[src/rtl/mcu_pkg.sv]
// mcu_pkg: opcodes, instruction field positions and FSM states shared by the sequencer and its decoder.
package mcu_pkg;
  localparam logic [1:0] OP_ADD = 2'b00;
  localparam logic [1:0] OP_LW = 2'b01;
  localparam logic [1:0] OP_SW = 2'b10;
  localparam logic [1:0] OP_J = 2'b11;
  localparam logic [7:0] HALT_WORD = 8'hC3;
  localparam int OP_LSB = 6;
  localparam int RS_LSB = 4;
  localparam int RT_LSB = 2;
  localparam int RD_LSB = 0;
  typedef enum logic [2:0] {
    S_IDLE,
    S_FETCH,
    S_DECODE,
    S_EXEC,
    S_MEM,
    S_WB,
    S_HALT
  } state_t;
endpackage

[src/rtl/mcu_decode.sv]
// mcu_decode: splits an instruction word into opcode, register selects, sign-extended offset and halt flag.
module mcu_decode
  import mcu_pkg::*;
(
  input  logic [7:0] i_ir,
  output logic [1:0] o_op,
  output logic [1:0] o_rs,
  output logic [1:0] o_rt,
  output logic [1:0] o_rd,
  output logic [7:0] o_imm,
  output logic       o_is_halt
);
  assign o_op = i_ir[OP_LSB+:2];
  assign o_rs = i_ir[RS_LSB+:2];
  assign o_rt = i_ir[RT_LSB+:2];
  // LW writes its loaded value back into rt, so the write select follows rt there
  assign o_rd = (o_op == OP_LW) ? o_rt : i_ir[RD_LSB+:2];
  assign o_imm = {{6{i_ir[1]}}, i_ir[1:0]};
  assign o_is_halt = (i_ir == HALT_WORD);
endmodule

[src/rtl/mcu_sequencer.sv]
// mcu_sequencer: multi-cycle fetch/decode/execute control unit for the 8-bit 4-register CPU.
module mcu_sequencer
  import mcu_pkg::*;
#(
  parameter int PC_W = 8,
  parameter int ROM_DEPTH = 32,
  parameter logic [PC_W-1:0] RESET_PC = '0
) (
  input  logic            clk,
  input  logic            clear,
  input  logic            run,
  input  logic            step,
  output logic [PC_W-1:0] address,
  input  logic [7:0]      instruction,
  output logic [1:0]      rs_sel,
  output logic [1:0]      rt_sel,
  output logic [1:0]      rd_sel,
  output logic            rf_we,
  output logic            wb_sel,
  output logic [7:0]      imm,
  output logic            mem_req,
  output logic            mem_we,
  input  logic            mem_ack,
  output logic            instr_done,
  output logic            halted,
  output logic            fault
);
  state_t r_state, w_state;
  logic [PC_W-1:0] r_pc, w_pc;
  logic [7:0] r_ir, w_ir;
  logic r_fault, w_fault;
  logic w_done;
  logic [1:0] w_op;
  logic w_is_halt;
  logic [PC_W-1:0] w_pc_inc, w_jofs;
  state_t w_after;
  mcu_decode u_decode (
    .i_ir     (r_ir),
    .o_op     (w_op),
    .o_rs     (rs_sel),
    .o_rt     (rt_sel),
    .o_rd     (rd_sel),
    .o_imm    (imm),
    .o_is_halt(w_is_halt)
  );
  assign w_pc_inc = r_pc + PC_W'(1);
  assign w_jofs = {{(PC_W - 6){r_ir[5]}}, r_ir[5:0]};
  assign w_after = run ? S_FETCH : S_IDLE;
  always_ff @(posedge clk) begin
    if (clear) begin
      r_state <= S_IDLE;
      r_pc <= RESET_PC;
      r_ir <= '0;
      r_fault <= 1'b0;
    end else begin
      r_state <= w_state;
      r_pc <= w_pc;
      r_ir <= w_ir;
      r_fault <= w_fault;
    end
  end
  always_comb begin
    w_state = r_state;
    w_pc = r_pc;
    w_ir = r_ir;
    w_fault = r_fault;
    w_done = 1'b0;
    case (r_state)
      S_IDLE: w_state = (run || step) ? S_FETCH : S_IDLE;
      S_FETCH: begin
        if (32'(r_pc) >= ROM_DEPTH) begin
          w_fault = 1'b1;
          w_state = S_HALT;
        end else begin
          w_ir = instruction;
          w_state = S_DECODE;
        end
      end
      S_DECODE: w_state = w_is_halt ? S_HALT : S_EXEC;
      S_EXEC: begin
        if (w_op == OP_J) begin
          w_pc = w_pc_inc + w_jofs;
          w_done = 1'b1;
          w_state = w_after;
        end else begin
          w_state = (w_op == OP_ADD) ? S_WB : S_MEM;
        end
      end
      S_MEM: begin
        if (mem_ack) begin
          w_state = (w_op == OP_LW) ? S_WB : w_after;
          w_pc = (w_op == OP_LW) ? r_pc : w_pc_inc;
          w_done = (w_op != OP_LW);
        end
      end
      S_WB: begin
        w_pc = w_pc_inc;
        w_done = 1'b1;
        w_state = w_after;
      end
      S_HALT: w_state = S_HALT;
      default: w_state = S_IDLE;
    endcase
  end
  assign address = r_pc;
  assign rf_we = (r_state == S_WB);
  assign wb_sel = (r_state == S_WB) && (w_op == OP_LW);
  assign mem_req = (r_state == S_MEM);
  assign mem_we = (r_state == S_MEM) && (w_op == OP_SW);
  assign instr_done = w_done;
  assign halted = (r_state == S_HALT);
  assign fault = r_fault;
endmodule

[config.mk]
export PLATFORM = sky130hd
export DESIGN_NAME = mcu_sequencer
export DESIGN_NICKNAME = d
export VERILOG_FILES = /design/src/rtl/mcu_pkg.sv /design/src/rtl/mcu_decode.sv /design/src/rtl/mcu_sequencer.sv
export SDC_FILE = /design/constraint.sdc
export NUM_CORES = 1
export LEC_CHECK = 0
export BUFFER_PORTS_ARGS = -buffer_cell sky130_fd_sc_hd__buf_2
export CAP_MARGIN = 25
export CORE_ASPECT_RATIO = 1.1
export CORE_MARGIN = 3
export CORE_UTILIZATION = 44
export DETAILED_ROUTE_END_ITERATION = 16
export GPL_TIMING_DRIVEN = 0
export PLACE_DENSITY_LB_ADDON = 0.15
export SLEW_MARGIN = 40
export SYNTH_ARGS = -nofsm -noshare
export SYNTH_HDL_FRONTEND = slang
export SYNTH_HIERARCHICAL = 1
export SYNTH_SLANG_ARGS = --single-unit
[constraint.sdc]
create_clock -name clk -period 5.4 [get_ports clk]
set_clock_uncertainty 0.2 [all_clocks]
set_input_delay 0.81 -clock clk [delete_from_list [all_inputs] [get_ports clk]]
set_output_delay 0.81 -clock clk [all_outputs]
set_load 0.1 [all_outputs]
== Word level (Yosys, flattened, before mapping) ==
Cells that the tools add are included.
W data, S select, Z words.

* Bits in registers: 20

* Reductions and logical operators: 9
* Bitwise operators: 1
* Muxes and demuxes: 17
* Add/subtract/negate cells: 2
* Eq/ne operators: 14
* Magnitude comparators: 1

{| class="wikitable"
|+ Operator list
! cell !! number
|-
| $mux W8 || 3
|-
| $pmux W8 S3 || 1
|-
| $pmux W3 S7 || 1
|-
| $mux W3 || 5
|-
| $eq A3 B3 Y1 const B || 3
|-
| $add A8 B1 Y8 const B || 1
|-
| $add A8 B8 Y8 || 1
|-
| $eq A8 B8 Y1 const B || 1
|-
| $ge A8 B6 Y1 const B || 1
|-
| $eq A3 B2 Y1 const B || 2
|-
| $mux W1 || 5
|-
| $eq A2 B2 Y1 const B || 2
|-
| $ne A2 B1 Y1 const B || 2
|-
| $ne A2 B2 Y1 const B || 2
|-
| $reduce_and A2 Y1 || 2
|-
| $reduce_and A4 Y1 || 1
|-
| $eq A3 B1 Y1 const B || 1
|-
| $logic_not A3 Y1 || 1
|-
| $pmux W1 S3 || 1
|-
| $reduce_bool A3 Y1 || 1
|-
| $eq A2 B1 Y1 const B || 1
|-
| $logic_and A1 B1 Y1 || 2
|-
| $logic_not A2 Y1 || 1
|-
| $mux W2 || 1
|-
| 2 further kinds || 2
|}

== Logic depth before layout (Yosys ltp) ==
Gate-level depths: netlist (run 1).

* Word-level depth: 4
* Depth in mapped cells: 10
* Mapped depth without buffers: 10

== Modules after synthesis ==
Netlist (run 1), hierarchy kept.

{| class="wikitable"
|+ Modules (own cells, without submodules)
! module !! area each (um^2) !! cells an instance !! instances !! seq. area each (um^2)
|-
| mcu_sequencer || 1502.7 || 177 || 1 || 400.4
|-
| mcu_decode || 170.2 || 20 || 1 || 0.0
|}

== Worst setup path after synthesis (run 1) ==
Ideal clock, no wire load.

* Path type: flip-flop to output port
* Start: register r_state[1]
* End: output port mem_we
* Path buffers: 1
* Required time: 4.390 ns
* Stages on the path, launching flop included: 4
* Slack: 0.540 ns
* Arrival: 3.850 ns
* Cells stage by stage: dfxtp_1 -> nand2b_1 -> buf_2 -> nor4b_1

* Cells in the longest elaborated chain, start to end: 2

{| class="wikitable"
|+ RTL lines
! what !! line !! RTL
|-
| from (decl) || mcu_sequencer.sv:28 || <nowiki>state_t r_state, w_state;</nowiki>
|-
| from (signal assigned) || mcu_sequencer.sv:56 || <nowiki>r_state <= w_state;</nowiki>
|-
| $eq A3 B3 Y1 || mcu_sequencer.sv:109 || <nowiki>assign mem_we = (r_state == S_MEM) && (w_op == OP_SW);</nowiki>
|-
| $logic_and A1 B1 Y1 || mcu_sequencer.sv:109 ||
|-
| to (decl) || mcu_sequencer.sv:22 || <nowiki>output logic mem_we,</nowiki>
|}

No other way between the ends.

== Final worst setup path (run 1) ==
* Start: register r_ir[6]
* End: output port instr_done

* Cells in the longest elaborated chain, start to end: 3
* Elaborated cells on any way between the ends: 5

{| class="wikitable"
|+ RTL lines
! what !! line !! RTL
|-
| from (decl) || mcu_sequencer.sv:30 || <nowiki>logic [7:0] r_ir, w_ir;</nowiki>
|-
| from (signal assigned) || mcu_sequencer.sv:58 || <nowiki>r_ir <= w_ir;</nowiki>
|-
| $ne A2 B1 Y1 or $eq A2 B2 Y1 (tied branches) || mcu_sequencer.sv:93, mcu_sequencer.sv:81 ||
|-
| $mux W1 (on tied branches) || mcu_sequencer.sv:90, mcu_sequencer.sv:81 ||
|-
| $pmux W1 S3 (*) || mcu_sequencer.sv:68 || <nowiki>case (r_state)</nowiki>
|-
| to (decl) || mcu_sequencer.sv:24 || <nowiki>output logic instr_done,</nowiki>
|}

Every way passes the cells marked *; elsewhere a longest branch is shown, timed or not.

==> flow_summary.yaml, run 1 <==
outcome:
  status: "finished, final reports clean"
die:
  fp.coreArea_mm2: 0.00350
  dieArea_mm2: 0.00458
  rows: 22
  pin_count: 42
  initial_core_util_pct: 47.9
  die_x_um: 64.8
  fp.dieH_um: 70.7
finish:
  fillCellCount: 345
  drive_gt1_share_pct: 32.0
  fin_area_mm2: 0.00199
  multi_input_area_mm2: 0.00109
  layout.nets: 266
  syn_to_final_growth_pct: 18.7
  stdcell_count: 289
  antenna_cells: 0
  seqCellArea_um2: 400
synthesis:
  synth_cell_type_count: 56
  synth_flop_cell: "dfxtp_1"
  synth_compound_gate_area_share_pct: 20.1
  synth-simple-area-share_pct: 24.6
  synth_fp_nets: 221
  postSynthAreaPerCell_um2: 8.49
  synth-xor-area-share_pct: 4.71
  synthAdderAreaFrac_pct: 8.68
  yosys_warnings: 6
  muxShareOfSynthArea_pct: 7.18
  ys_ff_latch: 20
  synth_top_family_by_area: "simple AND/OR/NAND/NOR gates"
  syn_area_mm2: 0.00167
  yosysSeqAreaShare_pct: 23.9
  synth_edf_count: 0
  synthCells: 197
  synthArstFlopShare_pct: 0
timing:
  finalCriticalPeriod_ns: 3.06
  post-route-period-util_pct: 56.6
  slew_headroom_pct: 54.5
  hold_viol: 0
  timing.fmax_mhz: 327
  max_slew.worst_pin.slew_ns: 0.683
  setup_viol: 0
  grt_setup_unrepaired: "no"
  finalSetupTns_ns: 0
  drv_slew: 0
clocking:
  cts_tree: "done"
  clk_pin_slew_ns: 0.14
  clock_latency_ns: 0.32
  htree_num_levels: 1
  clock-root-buffer: "clkbuf_4"
  clock_sinks: 20
  cts_buffers: 3
  cts_buffer_depth: 2
  postCtsHoldBufs: 0
  post_cts_buffers: 0
  cts_resized: 0
global_route:
  grt_max_degree: 13
  grt_pass1_wl_um: 6390
  antenna_found_initial: 0
  grt_pass1_vias: 1344
  grt.overflow.total: 0
  grt_usage_pct: 17.2
route:
  dr_wl_met2_um: 1830
  top_layer: "met4"
  drc: 0
  viasPerCell: 5.35
  num_vias: 1546
  drt_first_pass_iters: 5
  ant_nets: 0
  post_drt_wl_per_cell_um: 13.5
  drt-met1-wl_um: 1810
  wl_met3_um: 225
  drtIter0Drc: 101
  wl_um: 3890
worst_hold_path:
  hold_class: "reg -> reg"
worst_setup_path:
  start_kind: "register"
  crit_fanout: 10
  critPathCaptureType: "output pin"
  path_class: "reg -> out"
  arrival_ns: 2.05
  worst-endpoint-required_ns: 4.39
place:
  placed_cell_area_mm2: 0.00193
  hpwlAfterDp_um: 2960
  io_buffers: 40
  dp_cells: 285
  place_congestion: 0.803
pwr:
  powerDensity_mw_per_mm2: 346
  power_uw: 688
  power.leakage_nw: 0.987
  vdd_drop_max_uv: 229
flow_run:
  cap_violations: 0
## worst paths after layout
path | startpoint | endpoint | slack [ns] | cells after the start
worst max-delay path | r_ir[6]$_SDFFE_PP0P_ | instr_done | 2.34 | 6
worst min-delay path | fault$_SDFFE_PP0P_ | fault$_SDFFE_PP0P_ | 0.29 | 2
worst max register to register | address[1]$_SDFFE_PP0P_ | address[7]$_SDFFE_PP0P_ | 2.71 | 9
worst min register to register | fault$_SDFFE_PP0P_ | fault$_SDFFE_PP0P_ | 0.29 | 2
## final cells by class
class	count	share of cell area, %
timing repair buffer	40	10.1
clock buffer	3	1.13
multi-input combinational	148	55.0
clock inverter	1	1.51
buffer	20	7.37
sequential	20	20.2
tap	48	3.02
inverter	9	1.70
## sequential cells by signal, indices dropped and copies added, names as in the netlist
signal and cells:
r_ir 8, fault 1, r_state 3, address 8
## cells in the final DEF, fill, tap and decap left out, types with 4 or more instances in the layout
cell type	Yosys	routed
mux2i_1	9	9
buf_4	14	14
inv_1	9	9
nor3_1	4	4
nand2b_1	5	5
o21ai_0	6	6
a21o_1	4	4
nor2_1	23	23
ha_1	10	10
nand3_1	6	6
xnor2_1	6	6
dfxtp_1	20	20
a21oi_1	9	9
buf_2	2	42
nand2_1	14	14
## through the flow
step                hold WS (ns)  setup WS [ns]  util, %
floorplan                  0.311          0.540        -
global placement           0.256           2.58     55.3
detailed placement         0.261           2.59     55.3
CTS                        0.296           2.33     56.8
global route               0.326           2.18     56.8
finish                     0.290           2.34     56.8
## layer usage
layer / vias to the layer above / track usage [%]
li1: 788 / -
met3: 4 / 2.70
met4: 0 / 4.23
met5: - / 0
met1: 712 / 24.1
met2: 42 / 27.5
## cell families (layout without fill, tap and decap cells)
group | after synthesis | count (layout)
and+or+nand+nor | 74 | 74
AOI/OAI and AO/OA | 43 | 43
buffers and inverters | 29 | 73
DFF | 20 | 20
adders and majority gates | 11 | 11
muxes | 11 | 11
xor gates and xnor gates | 9 | 9
## synth_stat cells, drive strengths merged, types with 2 or more instances
cell	instances	area share, %
inv	9	2.0
dfxtp	20	24
a21oi	9	2.7
a21o	4	1.8
nand4b	2	1.0
a22oi	3	1.3
a311oi	2	1.8
ha	10	7.5
buf	18	8.3
nor2b	2	0.75
nand4	3	1.5
nor3	5	2.2
o21ai	7	2.1
xnor2	6	3.1
mux2	2	1.8
nand2b	6	2.7
a211oi	3	1.3
xor2	3	1.6
a221oi	3	2.3
nand3	7	2.4
nor2	25	5.9
nand2	15	3.8
mux2i	9	5.4
nor4b	2	1.0
clkbuf	2	0.45
## where the power goes
group	internal [mW]	total, mW	switching [mW]
registers	0.165	0.194	0.0283
logic	0.105	0.365	0.259
clock network	0.0751	0.129	0.0541
## critical path, stage by stage (launching register included)
cell      delay (ns)
dfxtp_1         0.45
buf_4           0.18
nand4b_1        0.13
a21bo_2         0.28
nand2_4         0.12
buf_12          0.15
buf_2           0.42
No activity file was read; power rests on OpenSTA's default activity.
==> inputs of run 2 (changes only) <==
- clock period: 5.4 -> 3.1 ns (I/O delays scaled with it)
==> run 2 against run 1 <==
Design area down 0.38%. Largest power group unchanged. Clock power up 26%. Critical path type unchanged. Via count down 0.78%. Routed wire length down 2.0%. Total power up 65%. Sequential share of layout area up 0.20 points.
==> flow_summary.yaml, run 2 (synthesized netlist as in run 1, its figures left out) <==
outcome:
  status: "finished, final reports clean"
pwr:
  p_sw_share_pct: 52.0
  pwr-share-seq_pct: 29.9
  vdd_drop_max_uv: 418
  power_mw: 1.13
  power.switching_uw: 589
  p_clk_share_pct: 14.4
  power.leakage_nw: 0.982
  comb_power_share_pct: 55.8
  powerDensity_mw_per_mm2: 573
  internal-power_uw: 544
route:
  drc: 0
  viasPerCell: 5.31
  drtIter0Drc: 77
  ant_nets: 0
  drt_first_pass_iters: 4
  wl_um: 3820
  num_vias: 1534
  post_drt_wl_per_cell_um: 13.2
timing:
  timing.fmax_mhz: 368
  hold_viol: 0
  slew_headroom_pct: 54.0
  grt_setup_unrepaired: "no"
  setup_viol: 0
  max_slew.worst_pin.slew_ns: 0.691
  post-route-period-util_pct: 87.7
  finalCriticalPeriod_ns: 2.72
  drv_slew: 0
  finalSetupTns_ns: 0
  holdWs_ns: 0.167
worst_hold_path:
  min_from: "instruction[7]"
  hold_path_depth: 3
  hold-path-endpoint: "r_ir[7]$_SDFFE_PP0P_"
  hold_class: "in -> reg"
clocking:
  clk_pin_slew_ns: 0.12
  post_cts_buffers: 0
  cts_buffer_depth: 2
  clock-root-buffer: "clkbuf_4"
  cts_resized: 0
  htree_num_levels: 1
  clock_sinks: 20
  cts_tree: "done"
  clock_latency_ns: 0.32
  postCtsHoldBufs: 0
  cts_buffers: 3
worst_setup_path:
  start_kind: "register"
  r2r-end: "address[7]$_SDFFE_PP0P_"
  arrival_ns: 2.05
  crit_fanout: 10
  critPathCaptureType: "output pin"
  startpoint: "r_ir[6]$_SDFFE_PP0P_"
  path_class: "reg -> out"
  r2r_cells: 8
  r2r-start: "address[0]$_SDFFE_PP0P_"
  worst-endpoint-required_ns: 2.43
  regToRegSetupSlack_ns: 0.51
finish:
  final_cell_mix: "buf_2, nor2_1, dfxtp_1"
  stdcell_count: 289
  antenna_cells: 0
  syn_to_final_growth_pct: 18.3
  layout.nets: 266
  fin_util_pct: 56.6
  fillCellCount: 350
  drive_gt1_share_pct: 33.2
  final_common_cell: "buf_2"
place:
  place_congestion: 0.785
  hpwlAfterDp_um: 2930
  io_buffers: 40
  dp_cells: 285
die:
  initial_core_util_pct: 47.9
  fp.dieH_um: 70.7
  rows: 22
  fp.coreArea_mm2: 0.00350
  dieArea_mm2: 0.00458
  pin_count: 42
  die_x_um: 64.8
global_route:
  grt_max_degree: 13
  grt_usage_pct: 17.8
  grt_pass1_wl_um: 6620
  grt_pass1_vias: 1438
  antenna_found_initial: 0
  grt.overflow.total: 0
flow_run:
  cap_violations: 0
==> run 2: cell types whose count changed in the layout (fill, tap and decap cells not counted) <==
cell	delta
dfxtp_1	-2
clkbuf_8	+1
nor4b_1	-1
bufinv_16	-1
nor4b_2	+1
dfxtp_2	+2
==> run 2: worst max path at each step <==
stage                                         end
final                                  instr_done
after global routing      address[7]$_SDFFE_PP0P_
after CTS                              instr_done
after detailed placement  address[6]$_SDFFE_PP0P_
after global placement    address[7]$_SDFFE_PP0P_
after floorplan                            mem_we
==> run 2: per-layer routing <==
layer	routed length, um	global-route usage, %	part of all wire, %
met1	1800	25.3	47
met2	1740	26.4	46
met3	171	2.86	4.5
met4	102	7.75	2.7
met5	0	0	0
==> run 2: power groups by stage <==
stage	sequential (mW)	combinational, mW	clock (mW)
2_1_floorplan	0.392	0.490	0
6_report	0.338	0.632	0.163
3_5_place_dp	0.345	0.632	0
4_1_cts	0.339	0.635	0.165
5_1_grt	0.347	0.674	0.174
3_3_place_gp	0.344	0.629	0
==> run 2: layout make-up <==
class                      instances  area [um^2]  area share, %
sequential                        20          403           20.4
tap                               48         60.1           3.04
multi-input combinational        148         1100           55.5
clock buffer                       4         36.3           1.83
timing repair buffer              40          200           10.1
inverter                           9         33.8           1.71
buffer                            20          146           7.40
==> run 2: per-stage QoR <==
stage                     instance area (um^2)  setup WS, ns
after CTS                                 1980         0.371
after global placement                    1940         0.564
after detailed placement                  1940         0.547
after global routing                      1980         0.275
after floorplan                           1680       -0.0180
final                                     1980         0.380
==> run 2: worst max-delay path, stage by stage (launching register included) <==
cell and delay [ns]:
dfxtp_1 0.45, buf_4 0.18, nand4b_1 0.13, a21bo_2 0.28, nand2_4 0.12, buf_12 0.15
buf_2 0.43
